File: src/rtl/uart_rx_deserializer_pkg.sv
// Shared constants and types for the UART receive path.
// Also holds the helper that turns a raw prescale input into a legal oversampling ratio.
package uart_rx_deserializer_pkg;

    localparam int DATA_WIDTH   = 8;
    localparam int PRESCALE_W   = 6;
    localparam int MIN_PRESCALE = 8;

    localparam logic PAR_EVEN = 1'b0;
    localparam logic PAR_ODD  = 1'b1;

    typedef enum logic [2:0] {
        IDLE,
        START,
        DATA,
        PARITY,
        STOP
    } rx_state_e;

    // Ratios below the minimum are raised to it; odd ratios are rounded down to even.
    function automatic logic [PRESCALE_W-1:0] legalize_prescale(input logic [PRESCALE_W-1:0] p);
        if (p < PRESCALE_W'(MIN_PRESCALE))
            return PRESCALE_W'(MIN_PRESCALE);
        else
            return {p[PRESCALE_W-1:1], 1'b0};
    endfunction

endpackage

File: src/rtl/uart_rx_deserializer_sampler.sv
// Per-bit timing for the receiver: edge counter, three-point sampling around mid-bit and majority vote.
// The third sample is taken live, so the voted bit and sample_done are ready while the counter sits at P/2+1.
module rx_bit_sampler
    import uart_rx_deserializer_pkg::*;
(
    input  logic                  i_clk,
    input  logic                  i_resetn,
    input  logic                  i_run,
    input  logic                  i_rx_s,
    input  logic [PRESCALE_W-1:0] i_prescale,
    output logic                  o_bit,
    output logic                  o_sample_done,
    output logic                  o_bit_end
);

    logic [PRESCALE_W-1:0] r_edgeCnt;
    logic [PRESCALE_W-1:0] w_half;
    logic                  r_smpEarly;
    logic                  r_smpMid;

    assign w_half        = i_prescale >> 1;
    assign o_sample_done = i_run && (r_edgeCnt == w_half + PRESCALE_W'(1));
    assign o_bit_end     = i_run && (r_edgeCnt == i_prescale - PRESCALE_W'(1));
    assign o_bit         = (r_smpEarly & r_smpMid) | (r_smpEarly & i_rx_s) | (r_smpMid & i_rx_s);

    always_ff @(posedge i_clk or negedge i_resetn) begin
        if (!i_resetn) begin
            r_edgeCnt  <= '0;
            r_smpEarly <= 1'b1;
            r_smpMid   <= 1'b1;
        end else begin
            if (!i_run || o_bit_end)
                r_edgeCnt <= '0;
            else
                r_edgeCnt <= r_edgeCnt + PRESCALE_W'(1);
            if (i_run && (r_edgeCnt == w_half - PRESCALE_W'(1)))
                r_smpEarly <= i_rx_s;
            if (i_run && (r_edgeCnt == w_half))
                r_smpMid <= i_rx_s;
        end
    end

endmodule

File: src/rtl/uart_rx_deserializer.sv
// UART receive deserializer: synchronizes the line, frames start/data/parity/stop bits
// and emits the received word with single-cycle valid / parity-error / stop-error pulses.
module uart_rx_deserializer
    import uart_rx_deserializer_pkg::*;
(
    input  logic                  i_clk,
    input  logic                  i_resetn,
    input  logic                  i_rx_in,
    input  logic [PRESCALE_W-1:0] i_prescale,
    input  logic                  i_par_en,
    input  logic                  i_par_typ,
    output logic [DATA_WIDTH-1:0] o_p_data,
    output logic                  o_data_valid,
    output logic                  o_par_err,
    output logic                  o_stp_err
);

    localparam int BIT_CNT_W = $clog2(DATA_WIDTH);

    logic [1:0]            r_rxSync;
    logic                  w_rxS;
    rx_state_e             r_state;
    rx_state_e             w_nextState;
    logic                  r_armed;
    logic                  w_startDet;
    logic [PRESCALE_W-1:0] r_prescale;
    logic                  r_parEn;
    logic                  r_parTyp;
    logic [BIT_CNT_W-1:0]  r_bitCnt;
    logic [DATA_WIDTH-1:0] r_shift;
    logic                  r_parFail;
    logic [DATA_WIDTH-1:0] r_pData;
    logic                  r_dataValid;
    logic                  r_parErr;
    logic                  r_stpErr;
    logic                  w_bit;
    logic                  w_sampleDone;
    logic                  w_bitEnd;
    logic                  w_expPar;

    assign w_rxS      = r_rxSync[1];
    assign w_startDet = (r_state == IDLE) && r_armed && !w_rxS;
    assign w_expPar   = (^r_shift) ^ (r_parTyp == PAR_ODD);

    assign o_p_data     = r_pData;
    assign o_data_valid = r_dataValid;
    assign o_par_err    = r_parErr;
    assign o_stp_err    = r_stpErr;

    rx_bit_sampler u_sampler (
        .i_clk         (i_clk),
        .i_resetn      (i_resetn),
        .i_run         (r_state != IDLE),
        .i_rx_s        (w_rxS),
        .i_prescale    (r_prescale),
        .o_bit         (w_bit),
        .o_sample_done (w_sampleDone),
        .o_bit_end     (w_bitEnd)
    );

    always_ff @(posedge i_clk or negedge i_resetn) begin
        if (!i_resetn) begin
            r_rxSync <= 2'b11;
            r_state  <= IDLE;
        end else begin
            r_rxSync <= {r_rxSync[0], i_rx_in};
            r_state  <= w_nextState;
        end
    end

    // The stop bit is judged at mid-bit so a slightly fast transmitter can start its next frame early.
    always_comb begin
        w_nextState = r_state;
        case (r_state)
            IDLE:    if (w_startDet) w_nextState = START;
            START:   if (w_sampleDone && w_bit) w_nextState = IDLE;
                     else if (w_bitEnd) w_nextState = DATA;
            DATA:    if (w_bitEnd && (r_bitCnt == BIT_CNT_W'(DATA_WIDTH - 1)))
                         w_nextState = r_parEn ? PARITY : STOP;
            PARITY:  if (w_bitEnd) w_nextState = STOP;
            STOP:    if (w_sampleDone) w_nextState = IDLE;
            default: w_nextState = IDLE;
        endcase
    end

    // Armed only tracks a high line while idle, so a held-low break cannot retrigger frames.
    always_ff @(posedge i_clk or negedge i_resetn) begin
        if (!i_resetn) begin
            r_armed     <= 1'b0;
            r_prescale  <= PRESCALE_W'(MIN_PRESCALE);
            r_parEn     <= 1'b0;
            r_parTyp    <= PAR_EVEN;
            r_bitCnt    <= '0;
            r_shift     <= '0;
            r_parFail   <= 1'b0;
            r_pData     <= '0;
            r_dataValid <= 1'b0;
            r_parErr    <= 1'b0;
            r_stpErr    <= 1'b0;
        end else begin
            r_dataValid <= 1'b0;
            r_parErr    <= 1'b0;
            r_stpErr    <= 1'b0;
            r_armed     <= (r_state == IDLE) ? w_rxS : 1'b0;
            if (w_startDet) begin
                r_prescale <= legalize_prescale(i_prescale);
                r_parEn    <= i_par_en;
                r_parTyp   <= i_par_typ;
                r_bitCnt   <= '0;
                r_parFail  <= 1'b0;
            end
            if ((r_state == DATA) && w_sampleDone)
                r_shift <= {w_bit, r_shift[DATA_WIDTH-1:1]};
            if ((r_state == DATA) && w_bitEnd)
                r_bitCnt <= r_bitCnt + BIT_CNT_W'(1);
            if ((r_state == PARITY) && w_sampleDone)
                r_parFail <= (w_bit != w_expPar);
            if ((r_state == STOP) && w_sampleDone) begin
                r_stpErr <= !w_bit;
                r_parErr <= r_parFail;
                if (w_bit && !r_parFail) begin
                    r_pData     <= r_shift;
                    r_dataValid <= 1'b1;
                end
            end
        end
    end

endmodule
File: config.mk
export PLATFORM = sky130hd
export DESIGN_NAME = uart_rx_deserializer
export DESIGN_NICKNAME = d
export VERILOG_FILES = /design/src/rtl/uart_rx_deserializer_pkg.sv /design/src/rtl/uart_rx_deserializer_sampler.sv /design/src/rtl/uart_rx_deserializer.sv
export SDC_FILE = /design/constraint.sdc
export NUM_CORES = 1
export LEC_CHECK = 0
export BUFFER_PORTS_ARGS = -buffer_cell sky130_fd_sc_hd__buf_2
export CELL_PAD_IN_SITES_DETAIL_PLACEMENT = 1
export CELL_PAD_IN_SITES_GLOBAL_PLACEMENT = 1
export CORE_AREA = 4 4 85 127
export DETAILED_ROUTE_END_ITERATION = 7
export DIE_AREA = 0 0 89 131
export PLACE_DENSITY = 0.53
export SYNTH_ARGS = -nofsm -noshare
export SYNTH_HDL_FRONTEND = slang
export SYNTH_SLANG_ARGS = --single-unit
File: constraint.sdc
create_clock -name i_clk -period 4.2 [get_ports i_clk]
set_clock_uncertainty 0.1 [all_clocks]
set_input_delay 0 -clock i_clk [delete_from_list [all_inputs] [get_ports i_clk]]
set_output_delay 0 -clock i_clk [all_outputs]
set_load 0.01 [all_outputs]
# After elaboration in Yosys (flattened, before gate mapping)
# Index checks and enable logic that the tools add are counted.
[word_totals]
regBits = 45
inputBits = 11
out_inout_bits = 11
wordCells = 87
[classes]
add_sub_neg = 5
n_lt_le_gt_ge = 1
eq_ne = 15
muxes = 19
n_bitwise = 6
reduce_logical = 25
[ops]
columns = ["op", "n"]
rows = [
  ["3-bit 2-to-1 mux", 9],
  ["6-bit == test", 3],
  ["3-bit case mux with 5 select lines", 1],
  ["1-bit logical AND", 13],
  ["6-bit 2-to-1 mux", 2],
  ["8-bit XOR reduction", 1],
  ["1-bit 2-to-1 mux", 7],
  ["5-bit by 1-bit adder with 6-bit output (second input constant)", 1],
  ["6-bit by 1-bit adder with 6-bit output (second input constant)", 1],
  ["3-bit by 2-bit == test with 1-bit output (second input constant)", 2],
  ["3-bit == test (second input constant)", 2],
  ["6-bit by 5-bit == test with 1-bit output", 1],
  ["6-bit by 4-bit < comparator with 1-bit output (second input constant)", 1],
  ["2-bit != test (second input constant)", 3],
  ["5-bit by 1-bit subtractor with 6-bit output (second input constant)", 1],
  ["6-bit by 1-bit subtractor with 6-bit output (second input constant)", 1],
  ["5-bit AND reduction", 1],
  ["1-bit logical NOT", 4],
  ["2-bit nonzero test", 2],
  ["3-bit by 1-bit adder with 3-bit output (second input constant)", 1],
  ["1-bit bitwise AND", 3],
  ["3-bit by 1-bit == test with 1-bit output (second input constant)", 1],
  ["3-bit logical NOT", 1],
  ["3-bit by 2-bit != test with 1-bit output (second input constant)", 1],
  ["7 further kinds", 8],
]

# Depth between registers and ports, before layout
# Gate-level depths: netlist of run 1.
[logic_depth]
word_depth = 6
mapped_depth = 8
mapped_depth_nobuf = 7

# Modules after synthesis
# From an unflattened synthesis of run 1, not the netlist that was laid out.
[hier_totals]
hier_cells = 220
hier_area_um2 = 2541.2
[modules_own_cells]
columns = ["module", "n_inst", "cells_each", "area_each_um2", "seq_area_each_um2"]
rows = [
  ["uart_rx_deserializer", 1, 121, 1652.8, 904.6],
  ["rx_bit_sampler", 1, 99, 888.4, 202.7],
]

# Worst setup path after synthesis of run 1
# Ideal clock, no wire load.
[synth_path]
path_type = "reg2reg"
start = "reg r_prescale[1]"
end = "reg r_shift[0]"
setup_time_ns = 0.125
arrival_ns = 2.362
required_ns = 3.975
path_slack_ns = 1.613
stages_incl_launch_ff = 9
n_path_buf = 1
period_less_slack_ns = 2.587
path_cell_list = "dfrtp_1 -> buf_2 -> inv_1 -> ha_1 -> xor2_1 -> nor3_1 -> nand4_2 -> nor4_4 -> mux2_2"
[synth_between]
elab_chain_len = 4
[synth_rtl]
columns = ["element", "line_no", "source"]
rows = [
  ["from (decl)", "uart_rx_deserializer.sv:26", "logic [PRESCALE_W-1:0] r_prescale;"],
  ["from (signal assigned)", "uart_rx_deserializer.sv:90", "r_prescale <= PRESCALE_W'(MIN_PRESCALE);"],
  ["from (signal assigned)", "uart_rx_deserializer.sv:106", "r_prescale <= legalize_prescale(i_prescale);"],
  ["5-bit by 1-bit adder with 6-bit output", "uart_rx_deserializer_sampler.sv:22", "assign o_sample_done = i_run && (r_edgeCnt == w_half + PRESCALE_W'(1));"],
  ["6-bit == test", "uart_rx_deserializer_sampler.sv:22", ""],
  ["1-bit logical AND", "uart_rx_deserializer_sampler.sv:22", ""],
  ["1-bit logical AND", "uart_rx_deserializer.sv:112", "if ((r_state == DATA) && w_sampleDone)"],
  ["to (signal assigned)", "uart_rx_deserializer.sv:113", "r_shift <= {w_bit, r_shift[DATA_WIDTH-1:1]};"],
  ["to (decl)", "uart_rx_deserializer.sv:30", "logic [DATA_WIDTH-1:0] r_shift;"],
]
# No other way between the ends.
# A chain may end at the register's enable or synchronous reset.

# Worst setup path after layout of run 1
[layout_path]
start = "reg r_prescale[1]"
end = "reg r_shift[7]"
# Same word-level chain as after synthesis.

==> impl_metrics.toml, run 1 <==
[timing]
setup_slack_ps = 1210
rsz0062_at_grt = "no"
fmax_mhz = 334
finalHoldViolations = 0
post-route-min-period_ps = 2990
fin_crit_sh_pct = 71.2
tightestPinTransition_ps = 972
finalSetupViolCount = 0
tns_ps = 0
drv_slew = 0
slew_headroom_pct = 35.2

[route]
drc_errors = 0
drt_iter0_drc = 70
num_vias = 1630
ant_nets = 0
drtPass1Iterations = 4
vias_per_cell = 4.60
finalWirelength_um = 5190
wire_per_inst_um = 14.7

[global_routing]
grt_max_degree = 45
antenna_found_initial = 0
overflow = 0
grt_pass1_vias = 1805
track_usage_pct = 10.4
grt_pass1_wl_um = 9310

[hold_path]
hp-class = "register to register"

[synthesis]
synthesis.instances = 208
yosys-top-cells-count = "dfrtp_1, mux2_2, xnor2_1, nor2_1, nand2_1"
synth_area_leaders = "dfrtp_1, mux2_2, xnor2_1"
synth_top_area_share_pct = 41.2
synth_cell_type_count = 46
avgSynthCellArea_um2 = 11.4
async_reset_ff_share_pct = 100
synth_area_mm2 = 0.00237
synth.net_count = 224
synth_edf_count = 0
ys_ff_latch = 44
yosysSeqAreaShare_pct = 46.8
ys.flop_type = "dfrtp_1"
synth_top_cell_by_area = "dfrtp_1"
synth.most_common_cell = "dfrtp_1"
ys_warn_count = 0

[final_layout]
nets = 254
drive_gt1_share_pct = 26.8
area_delta_synth_final_pct = 19.7
diodes = 0

[power]
p_int_w = 0.00116
p_switching_w = 0.000742
swShare_pct = 39.1
p_seq_share_pct = 38.2
leakagePower_nw = 1.24
ir_worst_vdd_v = 0.000354
p_clk_share_pct = 23.2
p_comb_share_pct = 38.6
power.density_mw_per_mm2 = 670

[cts]
cts_buffers = 5
clock_latency_ps = 290
cts_hold_buffers = 11
cts_tree = "built"
post-cts-setup-buffers = 0
cts_root_buffer = "clkbuf_16"
cts_buffer_depth = 2
htreeDepth = 2
clk_pin_slew_ps = 60
cts.sinks = 44
post_cts_resize_count = 0

[placement]
place_congestion = 0.728
io_buffers = 20
pre_cts_ws_ps = 1180
dp_hpwl_um = 3890

[critical_path]
slowest_stage = "nor4_4"
start_kind = "register"
end_kind = "register"
worstPathArrival_ps = 3060
path_max_fanout = 9
rrSetupSlack_ps = 1210
cp_cell_sequence = "inv_1, ha_1, xor2_1, nor3_1, nand4_2, nor4_4, mux2_2"
cp_slowest_stage_delay_ps = 670
cp.required_ps = 4270
path_delay_family = "simple AND/OR/NAND/NOR gates"
crit_type = "register to register"
crit_buf_inv = 1

[flow_run]
cap_violations = 0

[die]
rows = 44
core-area_mm2 = 0.00963
die-area_mm2 = 0.0117
dieHeight_um = 131
ioPinCount = 22
initial_core_util_pct = 24.6
die_w_um = 89

[outcome]
status = "completed"
[layout make-up]
| type | count | area (µm²) |
|---|---|---|
| clock buffers | 6 | 129 |
| clock inverters | 2 | 35.0 |
| fillers | 1083 | 6800 |
| inverters | 8 | 30.0 |
| multi-input cells | 148 | 1180 |
| flip-flops and latches | 44 | 1110 |
| well taps | 115 | 144 |
| repair buffers | 31 | 210 |
[per-layer routing]
metal | global-route usage, % | up-vias | share of wire (%)
li1 | - | 783 | -
met4 | 3.68 | 0 | 1.8
met5 | 0 | - | 0
met1 | 11.3 | 818 | 39
met3 | 2.32 | 7 | 2.4
met2 | 19.4 | 22 | 57
[path summary, 6_finish.rpt]
check                                                from  cells after the start                 endpoint
worst min-delay path                r_rxSync[0]$_DFF_PN1_                      0    r_rxSync[1]$_DFF_PN1_
worst max register to register  r_prescale[1]$_DFFE_PN0P_                      7   r_shift[7]$_DFFE_PN0P_
min in group asynchronous                        i_resetn                      2  o_p_data[0]$_DFFE_PN0P_
max in group asynchronous                        i_resetn                      2   o_data_valid$_DFF_PN0_
worst min register to register      r_rxSync[0]$_DFF_PN1_                      0    r_rxSync[1]$_DFF_PN1_
worst max-delay path            r_prescale[1]$_DFFE_PN0P_                      7   r_shift[7]$_DFFE_PN0P_
[cell families (layout without fill, tap and decap cells)]
kind of cell | after synthesis | in the layout | share of synthesized area (%)
AND/OR/NAND/NOR | 68 | 68 | 18.2
XOR/XNOR | 28 | 28 | 10.4
buffers and inverters | 16 | 47 | 3.49
AO/OA/AOI/OAI | 20 | 20 | 5.97
adder cells (fa/ha/maj) | 6 | 6 | 3.06
flip-flops | 44 | 44 | 46.8
multiplexers | 26 | 26 | 12.2
[cell usage in the layout, fill, tap and decap left out, types with 5 or more instances in the layout]
cell | netlist | routed
nor2_1 | 13 | 13
ha_1 | 5 | 5
o21ai_0 | 6 | 6
xnor2_1 | 20 | 20
buf_2 | 3 | 20
mux2_2 | 22 | 22
nand3_1 | 7 | 7
dfstp_2 | 5 | 5
nand2_1 | 12 | 12
dlygate4sd3_1 | 0 | 11
inv_1 | 8 | 8
xor2_1 | 8 | 8
clkbuf_16 | 0 | 5
dfrtp_1 | 39 | 39
[power groups by stage]
| stage | logic, W | registers [W] | clock network (W) |
|---|---|---|---|
| floorplan | 0.000704 | 0.000612 | 0 |
| global placement | 0.000726 | 0.000729 | 0 |
| detailed placement | 0.000736 | 0.000736 | 0 |
| CTS | 0.000748 | 0.000728 | 0.000453 |
| global route | 0.000825 | 0.000752 | 0.000476 |
| finish | 0.000733 | 0.000725 | 0.000440 |
[state kept, by name, indices dropped and copies added, names as in the netlist, 2 cells and up]
signal	flops
r_prescale	5
r_state	3
o_p_data	8
r_shift	8
r_bitCnt	3
r_rxSync	2
u_sampler.r_edgeCnt	6
[worst reg2reg max path: cells and delay by family, from the launching register on]
kind                     cells  cell delay, ps
adder cells (fa/ha/maj)      1             340
multiplexers                 1             410
flip-flops                   1             550
buffers and inverters        1              80
XOR/XNOR                     1             170
AND/OR/NAND/NOR              3            1240
[per-stage QoR]
step / util (%) / total power, W / cells / hold WS, ps / cell area, µm²
after floorplan: - / 0.00132 / 208 / -396 / 2370
after global placement: 26.6 / 0.00146 / 335 / 9.28 / 2560
after detailed placement: 26.6 / 0.00147 / 335 / 8.23 / 2560
final: 29.4 / 0.00190 / 354 / 257 / 2830
after global routing: 29.4 / 0.00205 / 354 / 267 / 2830
after CTS: 29.4 / 0.00193 / 354 / 239 / 2830
No activity file was read; power rests on OpenSTA's default activity.
==> inputs of run 2 (changes only) <==
--- a/config.mk
+++ b/config.mk
@@ -5,13 +5,14 @@
 export SDC_FILE = /design/constraint.sdc
 export NUM_CORES = 1
 export LEC_CHECK = 0
+export ABC_AREA = 1
 export BUFFER_PORTS_ARGS = -buffer_cell sky130_fd_sc_hd__buf_2
 export CELL_PAD_IN_SITES_DETAIL_PLACEMENT = 1
 export CELL_PAD_IN_SITES_GLOBAL_PLACEMENT = 1
 export CORE_AREA = 4 4 85 127
 export DETAILED_ROUTE_END_ITERATION = 7
 export DIE_AREA = 0 0 89 131
-export PLACE_DENSITY = 0.53
+export PLACE_DENSITY = 0.56
 export SYNTH_ARGS = -nofsm -noshare
 export SYNTH_HDL_FRONTEND = slang
 export SYNTH_SLANG_ARGS = --single-unit
==> constraint.sdc (replaced) <==
create_clock -name i_clk -period 2.9 [get_ports i_clk]
set_clock_uncertainty 0.1 [all_clocks]
set_input_delay 0 -clock i_clk [delete_from_list [all_inputs] [get_ports i_clk]]
set_output_delay 0 -clock i_clk [all_outputs]
set_load 0.01 [all_outputs]
==> impl_metrics.toml, run 2 <==
[power]
swShare_pct = 41.2
leakagePower_nw = 1.43
p_switching_w = 0.00107
p_seq_share_pct = 34.9
p_clk_share_pct = 24.7
ir_worst_vdd_v = 0.000502
power.density_mw_per_mm2 = 900
p_int_w = 0.00153
p_comb_share_pct = 40.3

[die]
ioPinCount = 22
die-area_mm2 = 0.0117
dieHeight_um = 131
die_w_um = 89
core-area_mm2 = 0.00963
initial_core_util_pct = 24.8
rows = 44

[timing]
post-route-min-period_ps = 2310
fin_crit_sh_pct = 79.8
finalSetupViolCount = 0
tns_ps = 0
tightestPinTransition_ps = 1000
finalHoldViolations = 0
drv_slew = 0
fmax_mhz = 432
slew_headroom_pct = 33.4
rsz0062_at_grt = "no"

[synthesis]
synth_top_family_by_area = "simple AND/OR/NAND/NOR gates"
synth_top_area_share_pct = 40.8
synth_top_cell_by_area = "dfrtp_1"
synth_edf_count = 0
synthesis.instances = 292
synth_area_leaders = "dfrtp_1, nand2_1, dfstp_2"
synth-compound-area-share_pct = 8.63
synth_fa_ha_area_share_pct = 2.62
yosys-top-cells-count = "nand2_1, dfrtp_1, inv_1, nand3_1, nor2_1"
yosysSeqAreaShare_pct = 46.3
synth.most_common_cell = "nand2_1"
synth_area_mm2 = 0.00239
ys_ff_latch = 44
synth.net_count = 308
avgSynthCellArea_um2 = 8.19
ys.flop_type = "dfrtp_1"
synth_cell_type_count = 31
synthXorXnorAreaFrac_pct = 6.59
synth-simple-area-share_pct = 27.8
ys_warn_count = 0
synthMuxAreaShare_pct = 0
async_reset_ff_share_pct = 100

[hold_path]
min_path_cells = 2
hp-class = "input pin to register"

[route]
vias_per_cell = 4.44
drt_iter0_drc = 62
ant_nets = 0
num_vias = 1966
wire_per_inst_um = 13.8
drtPass1Iterations = 4
finalWirelength_um = 6130
drc_errors = 0

[cts]
clk_pin_slew_ps = 60
htreeDepth = 2
cts_root_buffer = "clkbuf_16"
post-cts-setup-buffers = 0
cts.sinks = 44
clock_latency_ps = 290
cts_tree = "built"
post_cts_resize_count = 0
cts_buffers = 5
cts_buffer_depth = 2

[final_layout]
area_delta_synth_final_pct = 20.7
layout_common_cells = "nand2_1, dfrtp_1, inv_1, nand3_1, buf_2"
final_core_util_pct = 29.9
drive_gt1_share_pct = 18.9
final_common_cell = "nand2_1"
diodes = 0
nets = 343

[global_routing]
grt_max_degree = 45
grt_pass1_vias = 2227
overflow = 0
track_usage_pct = 12.1
antenna_found_initial = 0
grt_pass1_wl_um = 10800

[critical_path]
start_kind = "register"
worstPathArrival_ps = 2440
cp.required_ps = 3030
end_kind = "register"
path_max_fanout = 11
ff2ff_path_depth = 9
crit_type = "register to register"

[outcome]
status = "completed"

[flow_run]
cap_violations = 0

[placement]
place_congestion = 0.805
dp_hpwl_um = 4710
io_buffers = 20
-- run 2: logic make-up after synthesis --
| group | Yosys count |
|---|---|
| flops | 44 |
| fa+ha+maj | 5 |
| xor+xnor | 18 |
| simple gates | 146 |
| compound gates | 34 |
| buf+inv | 45 |
-- run 2: final timing paths --
path / slack, ps / startpoint / to
hold / removal: 260 / i_rx_in / r_rxSync[0]$_DFF_PN1_
min in group asynchronous: 310 / i_resetn / r_shift[5]$_DFFE_PN0P_
setup / recovery: 590 / r_state[1]$_DFFE_PN0P_ / r_prescale[3]$_DFFE_PN1P_
hold reg to reg: 260 / r_rxSync[0]$_DFF_PN1_ / r_rxSync[1]$_DFF_PN1_
setup reg to reg: 590 / r_state[1]$_DFFE_PN0P_ / r_prescale[3]$_DFFE_PN1P_
max in group asynchronous: 1770 / i_resetn / r_bitCnt[0]$_DFFE_PN0P_
-- run 2: layout make-up --
cell class | instances | area, µm²
multi-input cells | 203 | 1090
fillers | 1148 | 6750
repair buffers | 33 | 223
well taps | 115 | 144
clock buffers | 5 | 125
flip-flops and latches | 44 | 1110
inverters | 40 | 151
clock inverters | 3 | 42.5
-- run 2: worst max-delay path, cell delays in order (launching register included) --
cell and delay [ps]:
dfrtp_1 440, nor2_1 140, nand2_2 150, inv_1 120
nand3_1 70, buf_4 180, inv_1 260, nor2_1 70
a31oi_1 160, dlygate4sd3_1 570
-- run 2: power by group through the flow --
stage | combinational (W) | sequential, W | clock, W
global route | 0.00121 | 0.000933 | 0.000694
detailed placement | 0.00105 | 0.000921 | 0
floorplan | 0.000801 | 0.000858 | 0
CTS | 0.00107 | 0.000910 | 0.000668
global placement | 0.00101 | 0.000915 | 0
finish | 0.00105 | 0.000907 | 0.000642
-- run 2: repair_timing --
action / CTS / global route
setup endpoints to repair: 0 / 0
hold endpoints to repair: 47 / 0
hold buffers: 10 / 0
-- run 2: stage by stage --
stage | hold WS (ps) | instances | instance area (µm²) | power, W | setup WS (ps)
after floorplan | -396 | 292 | 2390 | 0.00166 | 931
after global placement | 9.90 | 425 | 2620 | 0.00193 | 611
after detailed placement | 9.20 | 425 | 2620 | 0.00197 | 567
after CTS | 255 | 443 | 2890 | 0.00265 | 543
after global routing | 267 | 443 | 2890 | 0.00284 | 349
final | 258 | 443 | 2890 | 0.00260 | 585
-- run 2: layer usage --
metal	vias to the layer above	track usage, %	share of wire [%]
li1	999	-	-
met1	936	12.4	37
met2	21	23.7	59
met3	10	2.01	1.8
met4	0	4.91	2.4
met5	-	0	0
